<file path="config.mk">
export PLATFORM = sky130hd
export DESIGN_NAME = day_counter
export DESIGN_NICKNAME = d
export VERILOG_FILES = /design/src/rtl/day_counter.sv
export SDC_FILE = /design/constraint.sdc
export NUM_CORES = 1
export LEC_CHECK = 0
export ABC_AREA = 1
export CORE_MARGIN = 3
export CORE_UTILIZATION = 45
export DETAILED_ROUTE_END_ITERATION = 10
export PLACE_DENSITY = 0.71
export SYNTH_ARGS = -nofsm -noshare
export SYNTH_HDL_FRONTEND = slang
export SYNTH_SLANG_ARGS = --single-unit
</file>
<file path="constraint.sdc">
create_clock -name ADC_CLK_10 -period 2.2 [get_ports ADC_CLK_10]
set_clock_uncertainty 0.15 [all_clocks]
set_input_delay 0.22 -clock ADC_CLK_10 [delete_from_list [all_inputs] [get_ports ADC_CLK_10]]
set_output_delay 0.22 -clock ADC_CLK_10 [all_outputs]
set_load 0.01 [all_outputs]
</file>
<file path="src/rtl/day_counter.sv">
// Day counter for the DE10-Lite board.
// A prescaler divides ADC_CLK_10 down to a one-cycle day tick. A two-digit
// BCD counter steps 01..99 and wraps back to 01 on each tick. The count is
// shown on HEX5 (tens) and HEX4 (ones), and LED0 blinks at the day rate.
module day_counter #(
    parameter int DIV   = 10_000_000,  // clocks per day tick, even and >= 2
    parameter int CNT_W = 24           // prescaler width, 2**CNT_W >= DIV
) (
    input  logic       ADC_CLK_10,
    input  logic       reset,          // asynchronous, active-low
    output logic       LED0,
    output logic [7:0] HEX0,
    output logic [7:0] HEX1,
    output logic [7:0] HEX2,
    output logic [7:0] HEX3,
    output logic [7:0] HEX4,
    output logic [7:0] HEX5
);

    // Prescaler terminal count and the point where LED0 turns on.
    localparam logic [CNT_W-1:0] LAST = CNT_W'(DIV - 1);
    localparam logic [CNT_W-1:0] HALF = CNT_W'(DIV / 2);

    // Active-low 7-segment codes. Bit 7 is the decimal point and stays off.
    localparam logic [7:0] SEG_BLANK = 8'hFF;

    logic [CNT_W-1:0] prescaler;
    logic [CNT_W-1:0] prescaler_next;
    logic             tick;
    logic [3:0]       tens;
    logic [3:0]       ones;

    // Convert one BCD digit to its segment pattern.
    function automatic logic [7:0] seg_decode(input logic [3:0] digit);
        logic [7:0] seg;
        // NOTE: the default arm gives every path a value, so no latch is
        // inferred; it also blanks the display for a non-BCD digit.
        case (digit)
            4'd0:    seg = 8'hC0;
            4'd1:    seg = 8'hF9;
            4'd2:    seg = 8'hA4;
            4'd3:    seg = 8'hB0;
            4'd4:    seg = 8'h99;
            4'd5:    seg = 8'h92;
            4'd6:    seg = 8'h82;
            4'd7:    seg = 8'hF8;
            4'd8:    seg = 8'h80;
            4'd9:    seg = 8'h90;
            default: seg = SEG_BLANK;
        endcase
        return seg;
    endfunction

    // Tick on the last prescaler count; the prescaler wraps to 0 there.
    always_comb begin
        tick           = (prescaler == LAST);
        prescaler_next = tick ? '0 : prescaler + CNT_W'(1);
    end

    // Prescaler and LED0. LED0 is driven from the next prescaler value so
    // the register holds (prescaler >= DIV/2) for the current count and falls
    // on the same edge that advances the day.
    always_ff @(posedge ADC_CLK_10 or negedge reset) begin
        if (!reset) begin
            prescaler <= '0;
            LED0      <= 1'b0;
        end else begin
            // NOTE: non-blocking assignments keep every register sampling the
            // pre-edge state, whatever order the statements appear in.
            prescaler <= prescaler_next;
            LED0      <= (prescaler_next >= HALF);
        end
    end

    // Two-digit BCD day count: 01..99, then back to 01. Never shows 00.
    always_ff @(posedge ADC_CLK_10 or negedge reset) begin
        if (!reset) begin
            tens <= 4'd0;
            ones <= 4'd1;
        end else if (tick) begin
            if (tens == 4'd9 && ones == 4'd9) begin
                tens <= 4'd0;
                ones <= 4'd1;
            end else if (ones == 4'd9) begin
                tens <= tens + 4'd1;
                ones <= 4'd0;
            end else begin
                ones <= ones + 4'd1;
            end
        end
    end

    // Display outputs: combinational decode of the registered digits, so
    // they follow the digits with no extra latency, including during reset.
    always_comb begin
        HEX0 = SEG_BLANK;
        HEX1 = SEG_BLANK;
        HEX2 = SEG_BLANK;
        HEX3 = SEG_BLANK;
        HEX4 = seg_decode(ones);
        HEX5 = seg_decode(tens);
    end

endmodule

</file>
**Yosys cells after proc, flatten, opt, wreduce, memory -nomap -nowiden**

Memories as Yosys holds them, arrays and structs flattened.
Cells that the tools add are included.

- Register bits: 33
- ROM bits: 224
- Input bits: 2
- Logic and storage cells: 21
- Memories: 2

- Add/subtract/negate cells: 3
- Magnitude comparators: 1
- Equality and inequality tests: 3
- Mux-type cells: 5
- Reduce and logical (&&, ||, !) cells: 3

Memories:

| name | words | width | rd ports | clocked after memory_dff | write ports | RTL line | text |
|---|---|---|---|---|---|---|---|
| (name not given) | 16 | 7 | 1 | 0 | 0 | 38 | `case (digit)` |
| (name not given) | 16 | 7 | 1 | 0 | 0 | 38 |  |

Operators with widths:

| kind | number |
|---|---|
| $add 24x1->24 const B | 1 |
| $eq 24x24->1 const B | 1 |
| $ge 24x23->1 const B | 1 |
| $mux 24 | 1 |
| $mux 4 | 4 |
| $add 4x1->4 const B | 2 |
| $eq 4x4->1 const B | 2 |
| $reduce_and 2->1 | 1 |
| $reduce_bool 2->1 | 1 |
| $logic_and 1x1->1 | 1 |

**Depth between registers and ports, before layout**

Gate-level depths: netlist of run 1.

- Depth after elaboration: 4
- Gate-level depth with buffers: 14
- Gate-level depth less buffers: 13

**Worst setup path before layout of run 1**

Ideal clock, no wire load.

- Kind: register to register
- From: register prescaler[0]
- To: register LED0
- Library setup time: 116 ps
- Data arrival time: 1,483 ps
- Required time: 1,934 ps
- Path slack: 451 ps
- Cell stages (with the launch flop): 13
- Buffers on the path: 0
- Clock period less this slack: 1,749 ps
- Cell sequence: dfrtp_1 -> ha_1 -> nand2_1 -> nor2_4 -> nand2_1 -> nor2_2 -> nand2_1 -> nand2_1 -> inv_1 -> a21oi_1 -> nand2_1 -> nand2_1 -> nand2_1

- Longest elaborated chain between the ends: 3
- Elaborated cells on any way between the ends: 4

Ends and longest elaborated chain:

| element | RTL line | text |
|---|---|---|
| start, declared | 27 | `logic [CNT_W-1:0] prescaler;` |
| start signal, assigned | 70 | `prescaler <= prescaler_next;` |
| $add 24x1->24 / $eq 24x24->1 (equally long branches) | 57, 56 |  |
| $mux 24 (*) | 57 | `prescaler_next = tick ? '0 : prescaler + CNT_W'(1);` |
| net prescaler_next[14] | 28 | `logic [CNT_W-1:0] prescaler_next;` |
| $ge 24x23->1 (*) | 71 | `LED0 <= (prescaler_next >= HALF);` |
| end signal, assigned | 71 |  |
| end, declared | 11 | `output logic LED0,` |

Mark *: on every way through the listed nets, which the timed path passes. The rest lies on a longest branch.
A chain may end at the register's enable or synchronous reset.

**Worst setup path in the final report of run 1**

- From: register ones[0]
- To: output port HEX4[2]

- Longest elaborated chain between the ends: 1

Ends and longest elaborated chain:

| element | RTL line | text |
|---|---|---|
| start, declared | 31 | `logic [3:0] ones;` |
| start signal, assigned | 88 | `ones <= ones + 4'd1;` |
| $mem_v2 16x7 | -- |  |
| end, declared | 16 | `output logic [7:0] HEX4,` |

No other way between the ends.

==> results of run 1 <==
power by group:
group	switching [W]	internal [W]	total [W]
logic	0.0000379	0.00000271	0.0000407
registers	0	0.000607	0.000607
clock network	0.000220	0.000369	0.000589
total	0.000258	0.000979	0.00124
worst max-delay path, stage by stage (launching register included):
cell and delay, ns:
dfstp_2 0.53, inv_1 0.07, ha_1 0.22, nand3_1 0.09, nand2_1 0.05, clkdlybuf4s50_1 0.47
registers in the layout, summed over array words and instances, names as in the netlist:
name	cells
ones	4
tens	4
prescaler	24
LED0	1
kinds of logic (layout without fill, tap and decap cells):
group                    after synthesis  count (layout)  synth area share (%)
buffers and inverters                 95              89                  18.4
AND/OR/NAND/NOR                      205             205                  35.6
flip-flops                            33              33                  31.1
AO/OA/AOI/OAI                         37              37                  7.29
other                                  1              34                 0.141
XOR/XNOR                               7               7                  2.31
adder cells (fa/ha/maj)               11              11                  5.18
cells in the final DEF, fill, tap and decap left out, types with 10 or more instances in the layout:
cell and instances:
buf_4 10, conb_1 34, dfrtp_1 32, ha_1 11, inv_1 51, nand2_1 86, nand3_1 31, nand4_1 13
nor2_1 51, o21ai_0 23
path summary, 6_finish.rpt:
check	startpoint	end	slack [ns]	cells past startpoint
setup / recovery	ones[0]$_DFFE_PN1N_	HEX4[2]	0.11	5
hold reg to reg	prescaler[0]$_DFF_PN0_	prescaler[0]$_DFF_PN0_	0.31	1
setup reg to reg	prescaler[0]$_DFF_PN0_	tens[2]$_DFFE_PN0P_	0.21	10
max in group asynchronous	reset	ones[0]$_DFFE_PN1N_	1.39	2
hold / removal	reset	prescaler[17]$_DFF_PN0_	0.18	2
min in group ADC_CLK_10	prescaler[0]$_DFF_PN0_	prescaler[0]$_DFF_PN0_	0.31	1
layout make-up:
| cell class | count | area [µm²] |
|---|---|---|
| fill | 554 | 2660 |
| tap | 72 | 90.1 |
| clock buffer | 7 | 86.3 |
| timing repair buffer | 26 | 234 |
| inverter | 55 | 206 |
| clock inverter | 1 | 30.0 |
| multi-input combinational | 294 | 1470 |
| sequential | 33 | 827 |
per-stage QoR:
stage / instances / total power (W) / worst slack (ns) / instance area [µm²]
after floorplan: 422 / 0.000688 / 0.451 / 2780
after CTS: 486 / 0.00125 / 0.0226 / 2920
final: 488 / 0.00124 / 0.113 / 2950
after global routing: 488 / 0.00129 / 0.00893 / 2950
after detailed placement: 476 / 0.000658 / 0.109 / 2800
after global placement: 476 / 0.000658 / 0.128 / 2800
timing repair:
action	CTS	global route
buffers inserted	2	2
endpoints found under the setup margin	11	8
resized for setup	10	13
hold endpoints to repair	0	0
pin swaps	0	1
metal layers:
metal | GRT usage, % | wire length, µm
met1 | 21.9 | 2490
met2 | 27.2 | 2620
met3 | 4.46 | 303
met4 | 4.75 | 87
met5 | 0 | 0
==> reports/metrics.csv, run 1 <==
stage,metric,value,unit
status,outcome,finished clean,
route,drt drc,0,
logic_synthesis,most frequent cell after synthesis,nand2_1,
place,IO Port Bufs,16,
clock_network,# H-tree levels,2,
global_routing,vias in the first global route,2166,
sta,final hold vios,0,
die,row cnt,27,
place,Final HPWL DP,4.28,mm
finish,fin util,52.5,%
global_routing,GRT Total Usage,16.7,%
global_routing,initial antenna violation count,0,
clock_network,Sink Count,33,
die,DIE WIDTH,82.9,µm
global_routing,first-pass GRT wire length,9.59,mm
sta,RSZ-0062 raised after global routing,false,
logic_synthesis,Post-Synthesis Cells,389,
worst_setup_path,endpoint class of the critical path,output port,
die,Initial Util,47.4,%
sta,Max Transition Viols Final,0,
finish,nets,428,
logic_synthesis,"EDFF count, synth",0,
route,Detailed Route WL,5.50,mm
clock_network,clock tree buffer depth,2,
logic_synthesis,Async SR Flop Fraction,100,%
clock_network,Worst-Skew Late Latency,0.29,ns
clock_network,Worst-path clk slew,0.07,ns
logic_synthesis,"Top FF cell, synth",dfrtp_1,
sta,sum of negative setup slack,0,ns
logic_synthesis,most frequent cells after synthesis,"nand2_1 (87), inv_1 (52), nor2_1 (52)",
place,gpl congestion,0.853,
run,max-capacitance violation count,0,
clock_network,Post-CTS Hold Fix Bufs,0,
finish,antenna cells,0,
route,vias per cell,4.81,
power_and_ir_drop,Static Leak,1.57,nW
route,routed vias,2349,
worst_setup_path,Critical Path RT,1.83,ns
power_and_ir_drop,pwr dens,420,nW/µm²
global_routing,largest net degree at the start of global routing,34,
worst_setup_path,Setup CP Type,flip-flop to output port,
worst_setup_path,Crit path arrival time,1.72,ns
route,first-pass iteration count of the detailed router,5,
logic_synthesis,"Distinct cells, synth",30,
clock_network,CTS root buf,clkbuf_8,
worst_setup_path,Setup crit start kind,flip-flop,
sta,fmax,0.479,GHz
min_path,Hold Crit Class,input port to asynchronous set/reset pin,
die,Ports,51,
power_and_ir_drop,Max VDD drop,0.000296,V
logic_synthesis,"Seq/Total Area, Yosys",31.1,%
global_routing,GRT overflow,0,
sta,"Period Utilization, post-route",94.9,%
logic_synthesis,Synth Cell Area,2660,µm²
logic_synthesis,Yosys warnings,0,
route,WL per Instance,11.3,µm
die,die area,6870,µm²
logic_synthesis,Synth top area share,30.1,%
die,Core Area,5610,µm²
route,DRT iter0 DRCs,154,
logic_synthesis,syn avg cell area,6.83,µm²
worst_setup_path,"Max FO, Critical Path",4,
logic_synthesis,Synth Register Bits,33,
sta,worst hold margin,0.179,ns
sta,minimum clock period,2.09,ns
sta,endpoints failing setup,0,
route,Final ANT Viol Nets,0,
clock_network,CTS tree,built,
logic_synthesis,synth top area cells,"dfrtp_1 (30%), nand2_1 (12%), buf_4 (9.6%), inv_1 (7.3%), nor2_1 (7.3%)",
finish,share of cells above drive strength 1,10.3,%
finish,area delta synth->final,10.8,%
logic_synthesis,most area-hungry cell type in the Yosys netlist,dfrtp_1,
die,Die Ht,82.9,µm
clock_network,Num CTS Buffers,5,
(Power assumes the default switching activity.)
==> run 2: changes to the inputs <==
Settings changed: GPL_TIMING_DRIVEN set to 1.
==> results of run 2 <==
Same layout as run 1: the final DEF is identical, and so are final timing and power.
==> run 3: changes to the inputs <==
Settings changed: PLACE_DENSITY 0.71 to 0.77.
==> reports/metrics.csv, run 3 (same netlist as run 1, synthesis figures left out) <==
stage,metric,value,unit,change
status,outcome,finished clean,,unchanged
clock_network,CTS tree,built,,unchanged
sta,"Period Utilization, post-route",95.6,%,was 94.9%
place,dpl ws,0.0711,ns,was 0.109 ns
route,DRT iter0 DRCs,140,,was 154
power_and_ir_drop,Clock power frac,42.1,%,was 47.6%
route,drt drc,0,,unchanged
finish,fill cell total of the finished layout,577,,was 554
die,Core Area,5610,µm²,unchanged
global_routing,largest net degree at the start of global routing,34,,unchanged
min_path,Hold Crit Class,input port to asynchronous set/reset pin,,unchanged
clock_network,# H-tree levels,2,,unchanged
clock_network,clock tree buffer depth,2,,unchanged
power_and_ir_drop,switch share,23.4,%,was 20.9%
global_routing,initial antenna violation count,0,,unchanged
finish,Biggest register,prescaler,,unchanged
global_routing,vias in the first global route,2163,,was 2166
power_and_ir_drop,Static Leak,1.53,nW,was 1.57 nW
finish,multi-input logic area,1470,µm²,about the same
power_and_ir_drop,Int Power,0.000858,W,was 0.000979 W
worst_setup_path,Critical Path RT,1.83,ns,about the same
global_routing,GRT overflow,0,,unchanged
sta,Max Transition Viols Final,0,,unchanged
finish,Reg area,828,µm²,was 827 µm²
finish,antenna cells,0,,unchanged
finish,most frequent cells in the layout,"nand2_1 (87), nor2_1 (52), inv_1 (51)",,"was nand2_1 (86), inv_1 (51), nor2_1 (51)"
clock_network,Sink Count,33,,unchanged
run,max-capacitance violation count,0,,unchanged
power_and_ir_drop,Tot Pwr,0.00112,W,was 0.00124 W
finish,"most common cell after layout, fill and taps aside",nand2_1,,unchanged
power_and_ir_drop,combinational fraction of design power,3.7,%,was 3.3%
clock_network,Num CTS Buffers,5,,unchanged
power_and_ir_drop,part of the power in registers,54.2,%,was 49.1%
place,gpl congestion,0.946,,was 0.853
global_routing,GRT Total Usage,16.5,%,was 16.7%
sta,endpoints failing setup,0,,unchanged
clock_network,CTS root buf,clkbuf_8,,unchanged
sta,RSZ-0062 raised after global routing,false,,unchanged
worst_setup_path,endpoint class of the critical path,output port,,unchanged
sta,worst hold margin,0.193,ns,was 0.179 ns
die,die area,6870,µm²,unchanged
sta,post-route setup slack,0.0958,ns,was 0.113 ns
worst_setup_path,Crit path arrival time,1.73,ns,was 1.72 ns
finish,area delta synth->final,9.13,%,was 10.8%
clock_network,Worst-Skew Late Latency,0.28,ns,was 0.29 ns
power_and_ir_drop,Sw Pwr,0.000261,W,was 0.000258 W
clock_network,Worst-path clk slew,0.07,ns,about the same
die,Ports,51,,unchanged
finish,max reg flops,24,,unchanged
finish,share of cells above drive strength 1,9.88,%,was 10.3%
route,Detailed Route WL,5.48,mm,was 5.50 mm
route,first-pass iteration count of the detailed router,5,,unchanged
worst_setup_path,"Max FO, Critical Path",4,,unchanged
sta,final hold vios,0,,unchanged
worst_setup_path,Setup crit start kind,flip-flop,,unchanged
place,Final HPWL DP,4.32,mm,was 4.28 mm
sta,sum of negative setup slack,0,ns,unchanged
place,IO Port Bufs,16,,unchanged
die,row cnt,27,,unchanged
power_and_ir_drop,pwr dens,386,nW/µm²,was 420 nW/µm²
route,routed vias,2385,,was 2349
global_routing,first-pass GRT wire length,9.54,mm,was 9.59 mm
die,DIE WIDTH,82.9,µm,unchanged
route,vias per cell,4.90,,was 4.81
sta,minimum clock period,2.10,ns,was 2.09 ns
die,Initial Util,47.4,%,unchanged
finish,Top Registers,"prescaler (24), ones (4), tens (4)",,unchanged
finish,nets,428,,unchanged
route,Final ANT Viol Nets,0,,unchanged
power_and_ir_drop,Max VDD drop,0.000303,V,was 0.000296 V
worst_setup_path,Setup CP Type,flip-flop to output port,,unchanged
die,Die Ht,82.9,µm,unchanged
route,WL per Instance,11.3,µm,about the same
sta,fmax,0.475,GHz,was 0.479 GHz
==> run 3: cell types whose count changed in the layout (fill, tap and decap cells not counted), moves of 2 or more <==
cell	previous run	this run
clkdlybuf4s15_1	2	0
dlygate4sd2_1	5	9
dlymetal6s2s_1	4	2
o21ai_0	23	27
o21ai_1	4	0
==> run 3: repair_timing <==
action | 4_1_cts | 5_1_grt
endpoints found under the setup margin | 10 | 5
setup buffers | 0 | 4
gates resized for setup | 10 | 6
pin swaps | 0 | 2
hold buffers | 0 | 0
cloned | 0 | 0
==> run 3: power by group through the flow <==
stage / combinational, W / clock [W] / sequential (W)
after detailed placement: 0.0000406 / 0 / 0.000618
after global placement: 0.0000408 / 0 / 0.000618
after floorplan: 0.0000700 / 0 / 0.000618
after global routing: 0.0000468 / 0.000519 / 0.000606
final: 0.0000410 / 0.000472 / 0.000607
after CTS: 0.0000407 / 0.000482 / 0.000607
==> run 3: per-layer routing <==
metal	wire length (µm)	vias up	track usage, %	part of all wire, %
li1	-	1203	-	-
met1	2390	1113	21.0	44
met2	2720	63	28.6	50
met3	329	6	4.46	6.0
met4	38	0	2.67	0.69
met5	0	-	0	0
==> run 3: final timing paths <==
path,start,to,slack [ns],cells past startpoint
min in group ADC_CLK_10,prescaler[0]$_DFF_PN0_,prescaler[0]$_DFF_PN0_,0.31,1
hold reg to reg,prescaler[0]$_DFF_PN0_,prescaler[0]$_DFF_PN0_,0.31,1
setup reg to reg,prescaler[0]$_DFF_PN0_,LED0$_DFF_PN0_,0.23,13
setup / recovery,ones[0]$_DFFE_PN1N_,HEX4[2],0.1,5
hold / removal,reset,prescaler[17]$_DFF_PN0_,0.19,2
max in group asynchronous,reset,ones[0]$_DFFE_PN1N_,1.37,2
==> run 3: stage by stage <==
stage               std cells  util [%]  area, µm²
floorplan                 422         -       2780
global placement          476      49.8       2800
detailed placement        476      49.8       2800
CTS                       483      51.2       2870
global route              487      51.7       2900
finish                    487      51.7       2900
==> run 3: cell type report <==
| cell class | instances | area share, % |
|---|---|---|
| clock buffer | 7 | 2.98 |
| sequential | 33 | 28.5 |
| timing repair buffer | 26 | 7.72 |
| inverter | 55 | 7.12 |
| tap | 72 | 3.10 |
| multi-input combinational | 294 | 50.5 |
==> run 3: worst max-delay path, cell delays in order (launching register included) <==
cell and delay (ns):
dfstp_2 0.53, inv_1 0.08, ha_1 0.23, nand3_1 0.09, nand2_1 0.06, clkdlybuf4s50_1 0.47
